--- config.mk ---
export PLATFORM = sky130hd
export DESIGN_NAME = dtack_generator_flat
export DESIGN_NICKNAME = d
export VERILOG_FILES = /design/src/rtl/dtack_generator_if.sv /design/src/rtl/dtack_generator.sv /design/src/flat_wrapper.sv
export SDC_FILE = /design/constraint.sdc
export NUM_CORES = 1
export LEC_CHECK = 0
export CAP_MARGIN = 20
export CORE_MARGIN = 10
export CORE_UTILIZATION = 30
export CTS_BUF_LIST = sky130_fd_sc_hd__clkbuf_2 sky130_fd_sc_hd__clkbuf_4 sky130_fd_sc_hd__clkbuf_8
export CTS_CLUSTER_DIAMETER = 60
export DETAILED_ROUTE_END_ITERATION = 8
export GPL_TIMING_DRIVEN = 1
export SYNTH_ARGS = -nofsm -noshare
export SYNTH_HDL_FRONTEND = slang
export SYNTH_SLANG_ARGS = --single-unit
--- constraint.sdc ---
create_clock -name Clk -period 6.3 [get_ports Clk]
set_clock_uncertainty 0.2 [all_clocks]
set_input_delay 1.26 -clock Clk [delete_from_list [all_inputs] [get_ports Clk]]
set_output_delay 1.26 -clock Clk [all_outputs]
set_load 0.01 [all_outputs]
--- src/rtl/dtack_generator_if.sv ---
// 68000 bus-side signal bundle between the address decoder/CPU and the DTACK generator.
interface dtack_generator_if;
  logic AS_L;
  logic UDS_L;
  logic LDS_L;
  logic OnChipRomSelect_H;
  logic OnChipRamSelect_H;
  logic IOSelect_H;
  logic VGASelect_H;
  logic DramSelect_H;
  logic CanBusSelect_H;
  logic DramDtack_L;
  logic CanBusDtack_L;
  logic DtackOut_L;
  logic BErr_L;
  logic Busy_H;

  modport master (
    output AS_L, UDS_L, LDS_L,
    output OnChipRomSelect_H, OnChipRamSelect_H, IOSelect_H, VGASelect_H,
    output DramSelect_H, CanBusSelect_H, DramDtack_L, CanBusDtack_L,
    input  DtackOut_L, BErr_L, Busy_H
  );

  modport slave (
    input  AS_L, UDS_L, LDS_L,
    input  OnChipRomSelect_H, OnChipRamSelect_H, IOSelect_H, VGASelect_H,
    input  DramSelect_H, CanBusSelect_H, DramDtack_L, CanBusDtack_L,
    output DtackOut_L, BErr_L, Busy_H
  );
endinterface

--- src/rtl/dtack_generator.sv ---
// 68000 DTACK/BERR generator: counted wait states for internal regions, pass-through acks for external ones.
// Optional bus-error watchdog enabled by defining BUS_ERROR_TIMEOUT_EN.
module dtack_generator #(
  parameter int unsigned ROM_WAIT = 0,
  parameter int unsigned RAM_WAIT = 1,
  parameter int unsigned IO_WAIT  = 2,
  parameter int unsigned VGA_WAIT = 3,
  parameter int unsigned TIMEOUT  = 1023
) (
  input logic              Clk,
  input logic              Reset_L,
  dtack_generator_if.slave bus
);
  localparam int unsigned CNT_W = 16;

  typedef enum logic [1:0] {IDLE, WAIT, ACK, BERR} stateT;
  typedef enum logic [2:0] {RG_NONE, RG_ROM, RG_IO, RG_CAN, RG_RAM, RG_DRAM, RG_VGA} regionT;

  stateT            state, stateNext;
  regionT           region, regionNext, decodedRegion;
  logic [CNT_W-1:0] waitCnt, waitCntNext, decodedWait;
  logic             armed, armedNext;
  logic             dtackQ, dtackNext;
  logic             berrQ, berrNext;
  logic             busyQ;
  logic             strobe, asHigh, extAck, internalRegion, timedOut;

  assign asHigh = bus.AS_L;
  assign strobe = !bus.AS_L && (!bus.UDS_L || !bus.LDS_L);
  assign extAck = ((region == RG_DRAM) && !bus.DramDtack_L) ||
                  ((region == RG_CAN)  && !bus.CanBusDtack_L);
  assign internalRegion = (region == RG_ROM) || (region == RG_IO) ||
                          (region == RG_RAM) || (region == RG_VGA);

  // Fixed-priority region decode: ROM > IO > CAN > RAM > DRAM > VGA
  always_comb begin
    decodedRegion = RG_NONE;
    decodedWait   = '0;
    if (bus.OnChipRomSelect_H) begin
      decodedRegion = RG_ROM;
      decodedWait   = CNT_W'(ROM_WAIT);
    end else if (bus.IOSelect_H) begin
      decodedRegion = RG_IO;
      decodedWait   = CNT_W'(IO_WAIT);
    end else if (bus.CanBusSelect_H) begin
      decodedRegion = RG_CAN;
    end else if (bus.OnChipRamSelect_H) begin
      decodedRegion = RG_RAM;
      decodedWait   = CNT_W'(RAM_WAIT);
    end else if (bus.DramSelect_H) begin
      decodedRegion = RG_DRAM;
    end else if (bus.VGASelect_H) begin
      decodedRegion = RG_VGA;
      decodedWait   = CNT_W'(VGA_WAIT);
    end
  end

`ifdef BUS_ERROR_TIMEOUT_EN
  logic [CNT_W-1:0] toCnt, toCntNext;
  logic             toClear;

  assign timedOut  = (toCnt == CNT_W'(TIMEOUT));
  assign toClear   = (state == IDLE);
  assign toCntNext = toClear ? '0 : (timedOut ? toCnt : toCnt + CNT_W'(1));

  always_ff @(posedge Clk) begin
    if (!Reset_L) begin
      toCnt <= '0;
    end else begin
      toCnt <= toCntNext;
    end
  end
`else
  assign timedOut = 1'b0;
`endif

  // Next-state and registered-output logic
  always_comb begin
    stateNext   = state;
    regionNext  = region;
    waitCntNext = waitCnt;
    armedNext   = armed | asHigh;
    dtackNext   = 1'b1;
    berrNext    = 1'b1;
    case (state)
      IDLE: begin
        // armed blocks a strobe that was already low when reset released
        if (strobe && armed) begin
          stateNext   = WAIT;
          regionNext  = decodedRegion;
          waitCntNext = decodedWait;
          armedNext   = 1'b0;
        end
      end
      WAIT: begin
        if (waitCnt != '0) waitCntNext = waitCnt - CNT_W'(1);
        if (asHigh) begin
          stateNext = IDLE;
        end else if ((internalRegion && (waitCnt == '0)) || extAck) begin
          stateNext = ACK;
          dtackNext = 1'b0;
        end else if (timedOut) begin
          stateNext = BERR;
          berrNext  = 1'b0;
        end
      end
      ACK: begin
        if (asHigh) stateNext = IDLE;
        else        dtackNext = 1'b0;
      end
      BERR: begin
        if (asHigh) stateNext = IDLE;
        else        berrNext  = 1'b0;
      end
      default: stateNext = IDLE;
    endcase
  end

  always_ff @(posedge Clk) begin
    if (!Reset_L) begin
      state   <= IDLE;
      region  <= RG_NONE;
      waitCnt <= '0;
      armed   <= 1'b0;
      dtackQ  <= 1'b1;
      berrQ   <= 1'b1;
      busyQ   <= 1'b0;
    end else begin
      state   <= stateNext;
      region  <= regionNext;
      waitCnt <= waitCntNext;
      armed   <= armedNext;
      dtackQ  <= dtackNext;
      berrQ   <= berrNext;
      busyQ   <= (stateNext != IDLE);
    end
  end

  assign bus.DtackOut_L = dtackQ;
  assign bus.BErr_L     = berrQ;
  assign bus.Busy_H     = busyQ;
endmodule
--- src/flat_wrapper.sv ---
// flat-port wrapper written by rule: the top's interface ports become plain ports
module dtack_generator_flat 
#(
  parameter int unsigned ROM_WAIT = 0,
  parameter int unsigned RAM_WAIT = 1,
  parameter int unsigned IO_WAIT  = 2,
  parameter int unsigned VGA_WAIT = 3,
  parameter int unsigned TIMEOUT  = 1023
)
  (Clk, Reset_L, bus_AS_L, bus_UDS_L, bus_LDS_L, bus_OnChipRomSelect_H, bus_OnChipRamSelect_H, bus_IOSelect_H, bus_VGASelect_H, bus_DramSelect_H, bus_CanBusSelect_H, bus_DramDtack_L, bus_CanBusDtack_L, bus_DtackOut_L, bus_BErr_L, bus_Busy_H);
  dtack_generator_if bus_i ();
  input logic Clk;
  input logic Reset_L;
  input wire logic [$bits(bus_i.AS_L)-1:0] bus_AS_L;
  input wire logic [$bits(bus_i.UDS_L)-1:0] bus_UDS_L;
  input wire logic [$bits(bus_i.LDS_L)-1:0] bus_LDS_L;
  input wire logic [$bits(bus_i.OnChipRomSelect_H)-1:0] bus_OnChipRomSelect_H;
  input wire logic [$bits(bus_i.OnChipRamSelect_H)-1:0] bus_OnChipRamSelect_H;
  input wire logic [$bits(bus_i.IOSelect_H)-1:0] bus_IOSelect_H;
  input wire logic [$bits(bus_i.VGASelect_H)-1:0] bus_VGASelect_H;
  input wire logic [$bits(bus_i.DramSelect_H)-1:0] bus_DramSelect_H;
  input wire logic [$bits(bus_i.CanBusSelect_H)-1:0] bus_CanBusSelect_H;
  input wire logic [$bits(bus_i.DramDtack_L)-1:0] bus_DramDtack_L;
  input wire logic [$bits(bus_i.CanBusDtack_L)-1:0] bus_CanBusDtack_L;
  output wire logic [$bits(bus_i.DtackOut_L)-1:0] bus_DtackOut_L;
  output wire logic [$bits(bus_i.BErr_L)-1:0] bus_BErr_L;
  output wire logic [$bits(bus_i.Busy_H)-1:0] bus_Busy_H;
  assign bus_i.AS_L = bus_AS_L;
  assign bus_i.UDS_L = bus_UDS_L;
  assign bus_i.LDS_L = bus_LDS_L;
  assign bus_i.OnChipRomSelect_H = bus_OnChipRomSelect_H;
  assign bus_i.OnChipRamSelect_H = bus_OnChipRamSelect_H;
  assign bus_i.IOSelect_H = bus_IOSelect_H;
  assign bus_i.VGASelect_H = bus_VGASelect_H;
  assign bus_i.DramSelect_H = bus_DramSelect_H;
  assign bus_i.CanBusSelect_H = bus_CanBusSelect_H;
  assign bus_i.DramDtack_L = bus_DramDtack_L;
  assign bus_i.CanBusDtack_L = bus_CanBusDtack_L;
  assign bus_DtackOut_L = bus_i.DtackOut_L;
  assign bus_BErr_L = bus_i.BErr_L;
  assign bus_Busy_H = bus_i.Busy_H;
  dtack_generator #(.ROM_WAIT(ROM_WAIT), .RAM_WAIT(RAM_WAIT), .IO_WAIT(IO_WAIT), .VGA_WAIT(VGA_WAIT), .TIMEOUT(TIMEOUT)) u_core (.Clk(Clk), .Reset_L(Reset_L), .bus(bus_i));
endmodule
==> run_results.csv <==
group,metric,value,unit
drt,drt-wirelength-per-cell,12.48,um
die,die_width,87.49,um
drt,wl,2.883,mm
clock_tree,h-tree-depth,1,
timing,setup_tns,0,ns
clock_tree,post_cts_resized,0,
drt,drt_iter0_markers,57,
timing,slew_violations,0,
clock_tree,clockBufferDepth,2,
grt,grt_usage,7.936,%
drt,drcViolationCount,0,
place,gp_congestion,0.7903,
critical_path,slowest_stage,"a21boi_0",
drt,drt_first_pass_iters,4,
die,ios,16,
critical_path,path_cells,"clkdlybuf4s50_1 > a21boi_0 > a21oi_1 > nor3_1 > a211oi_1 > a31o_2",
timing,rsz0062_at_grt,"false",
layout,final_common_cell,"nor2_1",
grt,met3_usage,3.277,%
critical_path,path_buf_inv,1,
drt,ant_nets,0,
clock_tree,cts_tree,"built",
yosys,yosys_warnings,0,
power,power,0.3545,mW
drt,vias_per_cell,4.970,
layout,regArea,500.5,sq um
clock_tree,insertion_delay,0.27,ns
grt,grt_pass1_vias,1138,
die,core_area,0.004384,sq mm
layout,area_growth,18.68,%
grt,grt_util_met1,9.709,%
clock_tree,numCtsBuffers,3,
yosys,postSynthCellCount,163,
grt,grt.overflow.total,0,
place,place_hpwl,2.158,mm
power,vdd_drop_max,0.09309,mV
hold_path,worstHoldPathType,"register to register",
place,portBuffers,15,
layout,fillers,462,
job,drv_cap,0,
clock_tree,cts.clk_slew.worst_paths,0.09,ns
critical_path,max_stage_delay,0.42,ns
timing,setup-violations-final,0,
timing,fmax,0.3123,GHz
drt,num_vias,1148,
grt,grt_pass1_wl,4.988,mm
timing,tightest_slew,0.7248,ns
yosys,syn_area,0.001366,sq mm
die,initial_core_util,31.16,%
die,row_count,24,
yosys,synth_edf_count,0,
critical_path,crit_arrival,3.17,ns
layout,final_util,36.99,%
grt,grtUsageMet2,12.63,%
yosys,yosys.cell_types.count,43,
yosys,synth_largest_area_cell,"dfxtp_1",
yosys,yosysSeqAreaShare,36.63,%
clock_tree,cts.sinks,25,
timing,relSlewSlack,51.45,%
yosys,synth-seq-cells,25,
yosys,ys.flop_type,"dfxtp_1",
critical_path,cp_top_family,"compound AO/OA/AOI/OAI gates",
die,dieArea,0.007654,sq mm
status,status,"finished clean",
layout,drive_above_1_share,5.587,%
layout,diodes,0,
layout,multi_input_area,827.0,sq um
yosys,synthTopCellsByArea,"dfxtp_1 (37%), nor2_1 (7.4%), xnor2_1 (7.1%)",
grt,antenna_found_initial,0,
clock_tree,ctsHoldBuffers,0,
die,die_h,87.49,um
yosys,yosysTopAreaCellShare,36.63,%
critical_path,worstSetupStartpointType,"input pin",
power,static-leakage-power,0.5698,nW
yosys,syn-num-nets,182,
grt,grt_start_max_net_pins,16,
clock_tree,post_cts_buffers,0,
layout,layout.nets,199,
critical_path,required,6.27,ns
timing,finalHoldViolations,0,
timing,period_share,50.83,%
power,pwr_density_cell,218.6,mW/mm^2
critical_path,criticalPathCategory,"input pin to register",
critical_path,crit_fanout,8,
clock_tree,cts-root-buf,"clkbuf_8",
yosys,avgSynthCellArea,8.382,sq um
timing,post-route-min-period,3.202,ns
layout,mostFrequentLayoutCells,"nor2_1 (27), dfxtp_1 (25), clkdlybuf4s50_1 (15), xnor2_1 (11), nor3_1 (9)",
grt,gr-max-usage-layer,"met2",
yosys,async_flop_share,0,%
critical_path,cp-end-kind,"register",
-- logic make-up after synthesis --
kind of cell | synth area share, %
AO/OA/AOI/OAI | 13.64
XOR/XNOR | 8.333
adder cells (fa/ha/maj) | 5.494
AND/OR/NAND/NOR | 33.06
flip-flops | 36.63
buffers and inverters | 2.838
-- cells in the mapped netlist, types with 2 or more instances --
cell type / number
nor4b_1: 2
clkbuf_1: 3
or4_1: 3
nor3b_1: 4
dfxtp_1: 25
a211oi_1: 2
or3_1: 2
a21oi_1: 5
ha_1: 6
xor2_1: 2
xnor2_1: 11
o21ai_0: 6
a31oi_1: 2
nand2b_1: 2
a21boi_0: 2
o21a_1: 2
nand3_1: 3
nor4_1: 5
nand2_1: 7
inv_1: 6
nor2b_1: 6
nor3_1: 9
nor2_1: 27
and3_1: 2
-- state kept, by name, indices dropped and copies added, names as in the netlist --
| register | cells |
|---|---|
| u_core.waitCnt | 16 |
| u_core.armed | 1 |
| u_core.bus.BErr_L | 1 |
| u_core.state | 2 |
| u_core.bus.DtackOut_L | 1 |
| u_core.bus.Busy_H | 1 |
| u_core.region | 3 |
-- worst paths after layout --
check,startpoint,endpoint,slack [ns],cells after the start
setup reg to reg,u_core.state[1],u_core.waitCnt[0],3.34,7
hold / removal,u_core.region[2],u_core.region[2],0.30,2
setup / recovery,bus_UDS_L,u_core.waitCnt[9],3.10,6
hold reg to reg,u_core.region[2],u_core.region[2],0.30,2
-- per-stage QoR --
| stage | std cells | worst slack, ns | hold WS, ns | area (sq um) |
|---|---|---|---|---|
| finish | 231 | 3.098 | 0.3016 | 1622 |
| global route | 231 | 2.945 | 0.3551 | 1622 |
| CTS | 231 | 3.117 | 0.3094 | 1622 |
| detailed placement | 227 | 2.825 | 0.2966 | 1573 |
| global placement | 227 | 2.865 | 0.2880 | 1573 |
| floorplan | 163 | 3.474 | 0.2628 | 1366 |
-- power by group --
group	switching (mW)	internal, mW
Sequential	0.00843	0.167
Clock	0.0515	0.0495
Combinational	0.0417	0.0367
Total	0.102	0.253
-- layout make-up --
type,instances,area share (%)
Inverter,6,1.389
Multi-Input combinational cell,128,51.00
Clock buffer,4,3.009
Tap cell,52,4.012
Timing Repair Buffer,16,9.722
Sequential cell,25,30.86
-- per-layer routing --
layer / wire length, um / up-vias / share of wire, %
li1: - / 610 / -
met1: 1433 / 518 / 50
met2: 1272 / 18 / 44
met4: 21 / 0 / 0.73
met5: 0 / - / 0
met3: 156 / 2 / 5.4
-- worst reg2reg max path: cells and delay by family (launching register included) --
kind	cells	cell delay [ns]
AND/OR/NAND/NOR	4	1.60
adder cells (fa/ha/maj)	1	0.37
flip-flops	1	0.35
AO/OA/AOI/OAI	1	0.26
buffers and inverters	1	0.08
Power figures use the tool's default switching activity.
